`src/rtl/mine_placer.sv`:
```
// Fills a square minesweeper board: clears every field, then writes mine_num
// distinct mines at LFSR-chosen fields, never on the first-click field.
module mine_placer #(
    parameter logic [15:0] LFSR_SEED = 16'hACE1
) (
    input  logic       clk,
    input  logic       rst_n,
    input  logic       start,
    input  logic [1:0] level,
    input  logic [3:0] safe_x,
    input  logic [3:0] safe_y,
    output logic       busy,
    output logic       done,
    output logic       mine_we,
    output logic [3:0] mine_x,
    output logic [3:0] mine_y,
    output logic       mine_wdata,
    output logic [5:0] mines_placed
);

    localparam logic [3:0] EASY_DIM   = 4'd8;
    localparam logic [5:0] EASY_MINES = 6'd19;
    localparam logic [3:0] MED_DIM    = 4'd10;
    localparam logic [5:0] MED_MINES  = 6'd30;
    localparam logic [3:0] HARD_DIM   = 4'd15;
    localparam logic [5:0] HARD_MINES = 6'd40;

    typedef enum logic [2:0] {IDLE, CLEAR, GEN, WRITE, DONE} state_t;

    state_t       state;
    logic [1:0]   level_q;
    logic [3:0]   safe_x_q;
    logic [3:0]   safe_y_q;
    logic [224:0] bitmap;
    logic [15:0]  lfsr;

    logic [3:0] dim;
    logic [5:0] mine_num;
    logic [3:0] cand_x;
    logic [3:0] cand_y;
    logic [7:0] cand_idx;
    logic [7:0] wr_idx;
    logic       cand_ok;
    logic       lfsr_fb;

    always_comb begin
        dim      = EASY_DIM;
        mine_num = EASY_MINES;
        case (level_q)
            2'd1: begin dim = MED_DIM;  mine_num = MED_MINES;  end
            2'd2: begin dim = HARD_DIM; mine_num = HARD_MINES; end
            default: begin dim = EASY_DIM; mine_num = EASY_MINES; end
        endcase
    end

    // Bitmap is row-major with a fixed stride of 15 regardless of level.
    always_comb begin
        cand_x   = lfsr[3:0];
        cand_y   = lfsr[7:4];
        cand_idx = {cand_y, 4'b0000} - {4'b0000, cand_y} + {4'b0000, cand_x};
        wr_idx   = {mine_y, 4'b0000} - {4'b0000, mine_y} + {4'b0000, mine_x};
        cand_ok  = (cand_x < dim) && (cand_y < dim) && !bitmap[cand_idx]
                   && !((cand_x == safe_x_q) && (cand_y == safe_y_q));
        lfsr_fb  = lfsr[15] ^ lfsr[13] ^ lfsr[12] ^ lfsr[10];
    end

    always_ff @(posedge clk or negedge rst_n) begin
        if (!rst_n) begin
            state        <= IDLE;
            level_q      <= 2'd0;
            safe_x_q     <= 4'd0;
            safe_y_q     <= 4'd0;
            bitmap       <= '0;
            lfsr         <= LFSR_SEED;
            busy         <= 1'b0;
            done         <= 1'b0;
            mine_we      <= 1'b0;
            mine_x       <= 4'd0;
            mine_y       <= 4'd0;
            mine_wdata   <= 1'b0;
            mines_placed <= 6'd0;
        end else begin
            lfsr <= {lfsr[14:0], lfsr_fb};
            case (state)
                IDLE: begin
                    done    <= 1'b0;
                    mine_we <= 1'b0;
                    if (start) begin
                        level_q      <= level;
                        safe_x_q     <= safe_x;
                        safe_y_q     <= safe_y;
                        bitmap       <= '0;
                        mines_placed <= 6'd0;
                        busy         <= 1'b1;
                        mine_we      <= 1'b1;
                        mine_wdata   <= 1'b0;
                        mine_x       <= 4'd0;
                        mine_y       <= 4'd0;
                        state        <= CLEAR;
                    end
                end
                // mine_x/mine_y double as the clear scan counter.
                CLEAR: begin
                    if ((mine_x == dim - 4'd1) && (mine_y == dim - 4'd1)) begin
                        mine_we <= 1'b0;
                        state   <= GEN;
                    end else if (mine_x == dim - 4'd1) begin
                        mine_x <= 4'd0;
                        mine_y <= mine_y + 4'd1;
                    end else begin
                        mine_x <= mine_x + 4'd1;
                    end
                end
                GEN: begin
                    if (cand_ok) begin
                        mine_x     <= cand_x;
                        mine_y     <= cand_y;
                        mine_we    <= 1'b1;
                        mine_wdata <= 1'b1;
                        state      <= WRITE;
                    end
                end
                WRITE: begin
                    mine_we        <= 1'b0;
                    bitmap[wr_idx] <= 1'b1;
                    mines_placed   <= mines_placed + 6'd1;
                    if (mines_placed + 6'd1 == mine_num) begin
                        done  <= 1'b1;
                        busy  <= 1'b0;
                        state <= DONE;
                    end else begin
                        state <= GEN;
                    end
                end
                DONE: begin
                    done  <= 1'b0;
                    state <= IDLE;
                end
                default: state <= IDLE;
            endcase
        end
    end

endmodule

```
`config.mk`:
```
export PLATFORM = sky130hd
export DESIGN_NAME = mine_placer
export DESIGN_NICKNAME = d
export VERILOG_FILES = /design/src/rtl/mine_placer.sv
export SDC_FILE = /design/constraint.sdc
export NUM_CORES = 1
export LEC_CHECK = 0
export CORE_ASPECT_RATIO = 1.1
export CORE_UTILIZATION = 35
export DETAILED_ROUTE_END_ITERATION = 8
export GPL_ROUTABILITY_DRIVEN = 0
export PLACE_DENSITY = 0.53
export SLEW_MARGIN = 0
export SYNTH_ARGS = -nofsm -noshare
export SYNTH_HDL_FRONTEND = slang
export SYNTH_SLANG_ARGS = --single-unit
```
`constraint.sdc`:
```
create_clock -name clk -period 4.8 [get_ports clk]
set_input_delay 0.96 -clock clk [delete_from_list [all_inputs] [get_ports clk]]
set_output_delay 0.96 -clock clk [all_outputs]
set_load 0.01 [all_outputs]
```
==> results by group, run 1 <==
Outcome
  • Run status: finished, final reports clean

Global routing
  • First-pass GRT wire length: slightly below 60 mm
  • Maximum number of pins on one net before global-route repair: just under 200
  • Vias in the first global route: roughly 9700
  • Sum of overflow across all layers after global routing: 0
  • Total track usage: about a fifth
  • Antenna violations before repair: 0

Setup path
  • Worst R2R End: mine_y[3]$_DFFE_PN0P_
  • Register-to-Register Setup Slack: about 0.35 ns
  • Cell at the slowest stage of the critical path: sky130_fd_sc_hd__fa_2
  • CP arrival: 4.93 ns
  • Kind of cell adding the most delay to the critical path: compound AO/OA/AOI/OAI gates
  • CP required: 5.29 ns
  • Maximum net fanout on the critical path: 10
  • Critical Path Sink Type: flop
  • Reg-to-Reg Start: lfsr[5]$_DFF_PN1_
  • Number of buffers and inverters on the critical path: 2
  • Critical Setup Path Class: reg -> reg
  • Critical path, cell by cell: inv_1 -> fa_2 -> mux4_2 -> and2_0 -> a221oi_1 -> a311oi_1 -> o41ai_1 -> a41oi_1 -> a211oi_4 -> buf_4 -> nand3_4 -> a221oi_2
  • Biggest cell delay along the critical path: roughly 0.9 ns
  • Crit start category: flop
  • Worst R2R Path Depth: 12
  • Worst setup path start: lfsr[5]$_DFF_PN1_

Route
  • Met2 routed wirelength: 17.2 mm
  • Drc violations: 0
  • Avg Vias per Cell: approximately 5.5
  • Wire length on met3: between 1.5 and 2 mm
  • Drt total wl: approximately 36 mm
  • Total routed wire length on the met1 layer: approximately 17 mm
  • Total via count in the routed design: around 9600
  • Drt first pass iters: 5
  • WL/cell: 20.7 um
  • Highest routed layer: met4
  • First DRT Iteration DRCs: ~820
  • Post-DRT Antenna Nets: 0

CTS
  • CTS resizes: 0
  • CTS Sinks: approximately 270
  • Number of buffers added for setup after CTS: 0
  • Clock latency on the worst-skew pair: between 0.5 and 0.6 ns
  • Total clock buffers created by CTS: 31
  • Max Root-Sink Buffers: 3
  • Hold-fix buffer count after cts: 0
  • CTS root buffer: sky130_fd_sc_hd__clkbuf_16
  • Deepest level of the CTS H-tree: 1
  • TritonCTS clock tree: yes
  • Clock slew at the register clock pins of the worst setup and hold paths: around 0.06 ns

Floorplanning
  • Row Count: between 70 and 80
  • Die ar.: around 38000 um2
  • Die Wd: around 190 um
  • Core Box Area: between 30000 and 40000 um2
  • I/O pin count: 31
  • Initial core utilization: 35.7%
  • Overall die height: 204 um

Min path
  • Hold Path Sink: lfsr[9]$_DFF_PN0_
  • Launch point of the worst hold path: lfsr[8]$_DFF_PN0_
  • Hold Path Class: reg -> reg
  • Number of instances on the worst hold path: 0

Placement
  • Setup slack at placement: approximately 0.4 ns
  • Number of input and output port buffers inserted: 30
  • Final HPWL DP: roughly 23 mm

Synthesis
  • Mapped Nets: approximately 1300
  • Most common cell in the synthesized netlist: sky130_fd_sc_hd__nand2_1
  • Number of flip-flops and latches in the synthesized netlist: between 200 and 300
  • Synth Flop Type: sky130_fd_sc_hd__dfrtp_1
  • Post-synthesis instance area: about 13000 um2
  • Post-synthesis cell type with the largest combined area: sky130_fd_sc_hd__dfrtp_1
  • Proportion of synthesized flip-flops having asynchronous set or reset: 100%
  • Count of unique library cells instantiated by Yosys: 67
  • Syn Area/Cell: ~10 um2
  • Share of the yosys chip area belonging to registers: 52.7%
  • Number of enable-type register cells in the synthesized netlist: 0
  • Most common library cells after synthesis: sky130_fd_sc_hd__nand2_1, sky130_fd_sc_hd__dfrtp_1, sky130_fd_sc_hd__o21ai_0, sky130_fd_sc_hd__clkbuf_1, sky130_fd_sc_hd__mux4_2
  • Number of instances in the synthesized netlist: 1246
  • Area share of the largest cell type after synthesis: between 50% and 60%
  • Count of warnings emitted by yosys: 0
  • Leading cell types by total area after synthesis: sky130_fd_sc_hd__dfrtp_1, sky130_fd_sc_hd__nand2_1, sky130_fd_sc_hd__o21ai_0

Layout
  • Count of nets after finishing: ~1300
  • Fillers: about 3500
  • Layout cells sized above 1: roughly 12%
  • Antenna diode count: 0
  • Area Overhead vs Synth: 15.5%

Pwr
  • Total internal power: roughly 5.7 mW
  • Fraction of power consumed by sequential logic: 39.2%
  • Clock network fraction of total power: between 20% and 30%
  • Switching Power: around 3.3 mW
  • Sw frac: 36.7%
  • Largest voltage drop on the vdd net: between 0.4 and 0.5 mV
  • Pwr/cell area: just over 600 nW/um2
  • Logic gate share of total power: a little under a third
  • Static leakage power: roughly 6.4 nW

STA
  • RSZ-0062 raised after global routing: false
  • Max-slew violation total from the final report: 0
  • Worst max-slew margin expressed relative to the limit: between 30% and 40%
  • Timing-limited maximum frequency: 225 MHz
  • Total Negative Setup Slacks: 0 ns
  • Period Utilization, post-route: just over 90%
  • Shortest period the worst path allows: 4.45 ns
  • Number of hold-slack violations in the final timing report: 0
  • Fin worst setup slack: around 0.35 ns
  • Setup-violating endpoint count in the final report: 0
  • Transition time at the pin with the least slew margin: roughly 1 ns
  • Skew final: roughly 0.0092 ns

Flow run
  • Number of max-capacitance violations reported: 0
## logic make-up (layout without fill, tap and decap cells)
family / after synthesis / after routing / share of synthesized area [%]
AND/OR/NAND/NOR: 406 / 406 / 13.1
multiplexers: 70 / 70 / 10.4
flip-flops: 272 / 272 / 52.7
buffers and inverters: 108 / 130 / 3.17
AO/OA/AOI/OAI: 332 / 332 / 15.8
adder cells (fa/ha/maj): 23 / 23 / 2.34
XOR/XNOR: 35 / 35 / 2.43
## layout by cell type, fill, tap and decap left out, types with 4 or more instances in the layout
cell                                n
sky130_fd_sc_hd__nand2_1          291
sky130_fd_sc_hd__dfrtp_1          264
sky130_fd_sc_hd__o21ai_0          217
sky130_fd_sc_hd__mux4_2            46
sky130_fd_sc_hd__nor2_1            44
sky130_fd_sc_hd__a22o_1            35
sky130_fd_sc_hd__clkbuf_16         31
sky130_fd_sc_hd__clkdlybuf4s50_1   29
sky130_fd_sc_hd__nand3_1           20
sky130_fd_sc_hd__ha_1              20
sky130_fd_sc_hd__buf_4             19
sky130_fd_sc_hd__inv_1             17
sky130_fd_sc_hd__mux2i_1           17
sky130_fd_sc_hd__xor2_1            16
sky130_fd_sc_hd__xnor2_1           16
sky130_fd_sc_hd__a21oi_1           10
sky130_fd_sc_hd__nor3_1             9
sky130_fd_sc_hd__nor2b_1            9
sky130_fd_sc_hd__a32oi_1            8
sky130_fd_sc_hd__clkinv_2           8
sky130_fd_sc_hd__dfstp_2            8
sky130_fd_sc_hd__bufinv_16          7
sky130_fd_sc_hd__clkinvlp_4         7
sky130_fd_sc_hd__nand2b_1           6
sky130_fd_sc_hd__and2_1             6
sky130_fd_sc_hd__a21o_1             5
sky130_fd_sc_hd__a211oi_1           5
sky130_fd_sc_hd__a221oi_1           5
sky130_fd_sc_hd__a31oi_1            5
sky130_fd_sc_hd__buf_12             5
sky130_fd_sc_hd__nand4_1            4
sky130_fd_sc_hd__mux4_1             4
sky130_fd_sc_hd__o211ai_1           4
## cell type report
| cell class | count | area (um2) | share of cell area, % |
|---|---|---|---|
| Multi-Input combinational cell | 866 | 5750 | 38.5 |
| Sequential cell | 272 | 6820 | 45.6 |
| Clock buffer | 33 | 803 | 5.38 |
| Timing Repair Buffer | 54 | 548 | 3.67 |
| Tap cell | 487 | 609 | 4.08 |
| Clock inverter | 25 | 340 | 2.28 |
| Inverter | 18 | 67.6 | 0.452 |
## sequential cells by signal (all words and copies together), names as in the netlist
signal        flops
mines_placed      6
state             3
lfsr             16
safe_y_q          4
level_q           2
mine_wdata        1
mine_we           1
bitmap          225
done              1
mine_y            4
busy              1
mine_x            4
safe_x_q          4
## metrics by stage
step                instances  total power, mW  instance area (um2)  hold slack [ns]  util, %
finish                   1755             9.01                14900            0.350     41.2
global route             1755             9.57                14900            0.362     41.2
CTS                      1755             9.06                14900            0.352     41.2
detailed placement       1697             6.42                13800            0.337     38.0
global placement         1697             6.37                13800            0.333     38.0
floorplan                1246             5.40                12900            0.331        -
## routing by layer
| metal | up-vias | global-route usage [%] |
|---|---|---|
| met5 | - | 0 |
| met4 | 0 | 5.76 |
| met3 | 66 | 2.36 |
| met2 | 256 | 31.8 |
| met1 | 4881 | 28.2 |
| li1 | 4387 | - |
## worst reg2reg max path: cells and delay by family, from the launching register on
family	cells	cell delay (ns)
compound gates	6	1.64
fa+ha+maj	1	0.88
buf+inv	2	0.38
flops	1	0.64
mux	1	0.57
simple gates	2	0.26
## power by group through the flow
stage	Sequential (mW)	Clock (mW)	Combinational [mW]
after CTS	3.53	2.67	2.86
final	3.53	2.62	2.85
after global routing	3.62	2.76	3.18
after floorplan	3.42	0	1.98
after detailed placement	3.57	0	2.86
after global placement	3.56	0	2.81
## worst max path at each step
stage | end | slack [ns] | cells after the start
after floorplan | mine_x[0]$_DFFE_PN0P_ | 0.48 | 13
after global placement | mine_y[3]$_DFFE_PN0P_ | 0.43 | 12
after detailed placement | mine_y[3]$_DFFE_PN0P_ | 0.40 | 12
after CTS | mine_y[3]$_DFFE_PN0P_ | 0.38 | 12
after global routing | mine_y[3]$_DFFE_PN0P_ | 0.13 | 13
final | mine_y[3]$_DFFE_PN0P_ | 0.35 | 12
(Power assumes the default switching activity.)
==> run 2, diff against run 1 <==
clock period = 5.7 ns   (was 4.8 ns; I/O delays follow)
==> run 2 against run 1 <==
  * Sequential share of layout area up 0.83 points
  * Clock skew up 0.011 ns
  * Critical path depth up 1
  * Final cell count down 0.68%
  * Sequential power down 16%
  * Die area unchanged
==> results by group, run 2 (same netlist as run 1, synthesis figures left out) <==
CTS
  • CTS Sinks: 272 (unchanged)
  • Max Root-Sink Buffers: 3 (unchanged)
  • Deepest level of the CTS H-tree: 1 (unchanged)
  • Clock slew at the register clock pins of the worst setup and hold paths: 0.06 ns (about the same)
  • TritonCTS clock tree: yes
  • CTS resizes: 0 (unchanged)
  • Number of buffers added for setup after CTS: 0 (unchanged)
  • Hold-fix buffer count after cts: 0 (unchanged)
  • Total clock buffers created by CTS: 30 (-3.2%)
  • CTS root buffer: sky130_fd_sc_hd__clkbuf_16
  • Clock latency on the worst-skew pair: 0.56 ns (-0.02 ns)

Global routing
  • Vias in the first global route: 9568 (-1.7%)
  • Maximum number of pins on one net before global-route repair: 235 (+20%)
  • Total track usage: 19.8% (-0.024 points)
  • Sum of overflow across all layers after global routing: 0 (unchanged)
  • First-pass GRT wire length: 57.6 mm (-0.60%)
  • Antenna violations before repair: 0 (unchanged)

Placement
  • Number of input and output port buffers inserted: 30 (unchanged)
  • Final HPWL DP: 22.5 mm (-2.5%)
  • Number of cells after detailed placement: 1688 (-0.53%)
  • Post-place instance area: 13700 um2 (-0.67%)

Pwr
  • Clock network fraction of total power: 26.2% (-2.9 points)
  • Post-layout power: 7.26 mW (-19%)
  • Fraction of power consumed by sequential logic: 40.9% (+1.7 points)
  • Pwr/cell area: 495 nW/um2 (-18%)
  • Total internal power: 4.58 mW (-20%)
  • Static leakage power: 6.28 nW (-1.9%)
  • Sw frac: 37.0% (+0.34 points)
  • Logic gate share of total power: 33.0% (+1.3 points)
  • Switching Power: 2.69 mW (-19%)
  • Largest voltage drop on the vdd net: 0.282 mV (-38%)

Layout
  • Antenna diode count: 0 (unchanged)
  • Largest registers: bitmap: 225 flops, lfsr: 16 flops, mines_placed: 6 flops
  • Largest register FFs: 225 (unchanged)
  • Top reg by flops: bitmap
  • Final cell area excluding filler cells: 14700 um2 (-1.8%)
  • Fillers: 3546 (+0.45%)
  • Most used cells in the layout excluding fill and tap cells: sky130_fd_sc_hd__nand2_1, sky130_fd_sc_hd__dfrtp_1, sky130_fd_sc_hd__o21ai_0
  • Count of nets after finishing: 1269 (-0.78%)
  • Most common cell after layout, fill and taps aside: sky130_fd_sc_hd__nand2_1
  • Layout cells sized above 1: 10.6% (-1.6 points)
  • Area Overhead vs Synth: 13.4%
  • Number of standard cells in the final layout excluding fillers: 1743 (-0.68%)
  • Utilization after layout: 40.5% (-0.74 points)

Floorplanning
  • Overall die height: 204 um (unchanged)
  • Initial core utilization: 35.7% (unchanged)
  • Die Wd: 185 um (unchanged)
  • Row Count: 73 (unchanged)
  • I/O pin count: 31 (unchanged)
  • Core Box Area: 36300 um2 (unchanged)
  • Die ar.: 37700 um2 (unchanged)

Route
  • Drc violations: 0 (unchanged)
  • WL/cell: 20.8 um (+0.29%)
  • Total routed wire length on the met1 layer: 16.7 mm (+1.2%)
  • First DRT Iteration DRCs: 849 (+3.4%)
  • Highest routed layer: met4
  • Drt total wl: 36.2 mm (-0.39%)
  • Post-DRT Antenna Nets: 0 (unchanged)
  • Wire length on met3: 1.58 mm (-4.4%)
  • Met2 routed wirelength: 16.9 mm (-1.9%)
  • Drt first pass iters: 5 (unchanged)
  • Total via count in the routed design: 9621 (+0.32%)
  • Avg Vias per Cell: 5.52 (+1.0%)

Setup path
  • Critical Path Sink Type: flop
  • CP required: 6.15 ns (+0.86 ns)
  • CP arrival: 5.07 ns (+0.14 ns)
  • Critical Setup Path Class: reg -> reg
  • Maximum net fanout on the critical path: 14 (+4)
  • Crit start category: flop

STA
  • Worst max-slew margin expressed relative to the limit: 4.36% (-28 points)
  • Period Utilization, post-route: 81.0% (-12 points)
  • Skew final: 0.0203 ns (+0.0112 ns)
  • Transition time at the pin with the least slew margin: 1.43 ns (+0.420 ns)
  • Total Negative Setup Slacks: 0 ns (unchanged)
  • Max-slew violation total from the final report: 0 (unchanged)
  • Shortest period the worst path allows: 4.62 ns (+0.172 ns)
  • Setup-violating endpoint count in the final report: 0 (unchanged)
  • Number of hold-slack violations in the final timing report: 0 (unchanged)
  • Timing-limited maximum frequency: 217 MHz (-3.7%)
  • RSZ-0062 raised after global routing: false

Outcome
  • Run status: finished, final reports clean

Flow run
  • Number of max-capacitance violations reported: 0 (unchanged)

Min path
  • Hold Path Class: reg -> reg
==> run 2: layout make-up <==
cell class / count / area [um2] / area share [%]
tap: 487 / 609 / 4.15
timing repair buffer: 45 / 455 / 3.11
sequential: 272 / 6820 / 46.5
multi-input combinational: 866 / 5750 / 39.2
clock inverter: 8 / 72.6 / 0.495
inverter: 18 / 67.6 / 0.461
clock buffer: 47 / 896 / 6.11
==> run 2: through the flow <==
stage	setup slack (ns)	hold slack (ns)
after floorplan	1.38	0.331
after global placement	0.998	0.334
after detailed placement	1.04	0.338
after CTS	1.01	0.358
after global routing	0.876	0.365
final	1.08	0.353
==> run 2: critical path: stages, from the launching register on <==
cell                       delay, ns
sky130_fd_sc_hd__dfrtp_1        0.58
sky130_fd_sc_hd__ha_1           0.22
sky130_fd_sc_hd__inv_1          0.05
sky130_fd_sc_hd__fa_2           0.90
sky130_fd_sc_hd__mux4_2         0.57
sky130_fd_sc_hd__and2_0         0.17
sky130_fd_sc_hd__a221oi_1       0.21
sky130_fd_sc_hd__a311oi_1       0.09
sky130_fd_sc_hd__o41ai_1        0.52
sky130_fd_sc_hd__a41oi_1        0.17
sky130_fd_sc_hd__a211oi_4       0.40
sky130_fd_sc_hd__buf_4          0.23
sky130_fd_sc_hd__nand3_4        0.10
sky130_fd_sc_hd__a221oi_2       0.29
==> run 2: path summary, 6_finish.rpt <==
| kind | startpoint | to | slack [ns] | depth (start not counted) |
|---|---|---|---|---|
| setup / recovery | lfsr[4]$_DFF_PN0_ | mine_y[3]$_DFFE_PN0P_ | 1.08 | 13 |
| hold / removal | lfsr[8]$_DFF_PN0_ | lfsr[9]$_DFF_PN0_ | 0.35 | 0 |
| setup reg to reg | lfsr[4]$_DFF_PN0_ | mine_y[3]$_DFFE_PN0P_ | 1.08 | 13 |
| hold reg to reg | lfsr[8]$_DFF_PN0_ | lfsr[9]$_DFF_PN0_ | 0.35 | 0 |
| max in group asynchronous | rst_n | bitmap[22]$_DFFE_PN0P_ | 3.88 | 2 |
| min in group asynchronous | rst_n | bitmap[133]$_DFFE_PN0P_ | 0.58 | 1 |
==> run 2: power by group through the flow <==
| stage | Combinational [mW] | Clock, mW | Sequential [mW] |
|---|---|---|---|
| final | 2.39 | 1.90 | 2.97 |
| after global routing | 2.69 | 2.02 | 3.05 |
| after CTS | 2.41 | 1.95 | 2.97 |
| after detailed placement | 2.40 | 0 | 3.01 |
| after global placement | 2.36 | 0 | 2.99 |
| after floorplan | 1.67 | 0 | 2.88 |
==> run 2: per-layer routing <==
| layer | track usage (%) | up-vias |
|---|---|---|
| li1 | - | 4371 |
| met1 | 28.4 | 4936 |
| met2 | 31.1 | 243 |
| met3 | 2.48 | 71 |
| met4 | 6.17 | 0 |
| met5 | 0 | - |
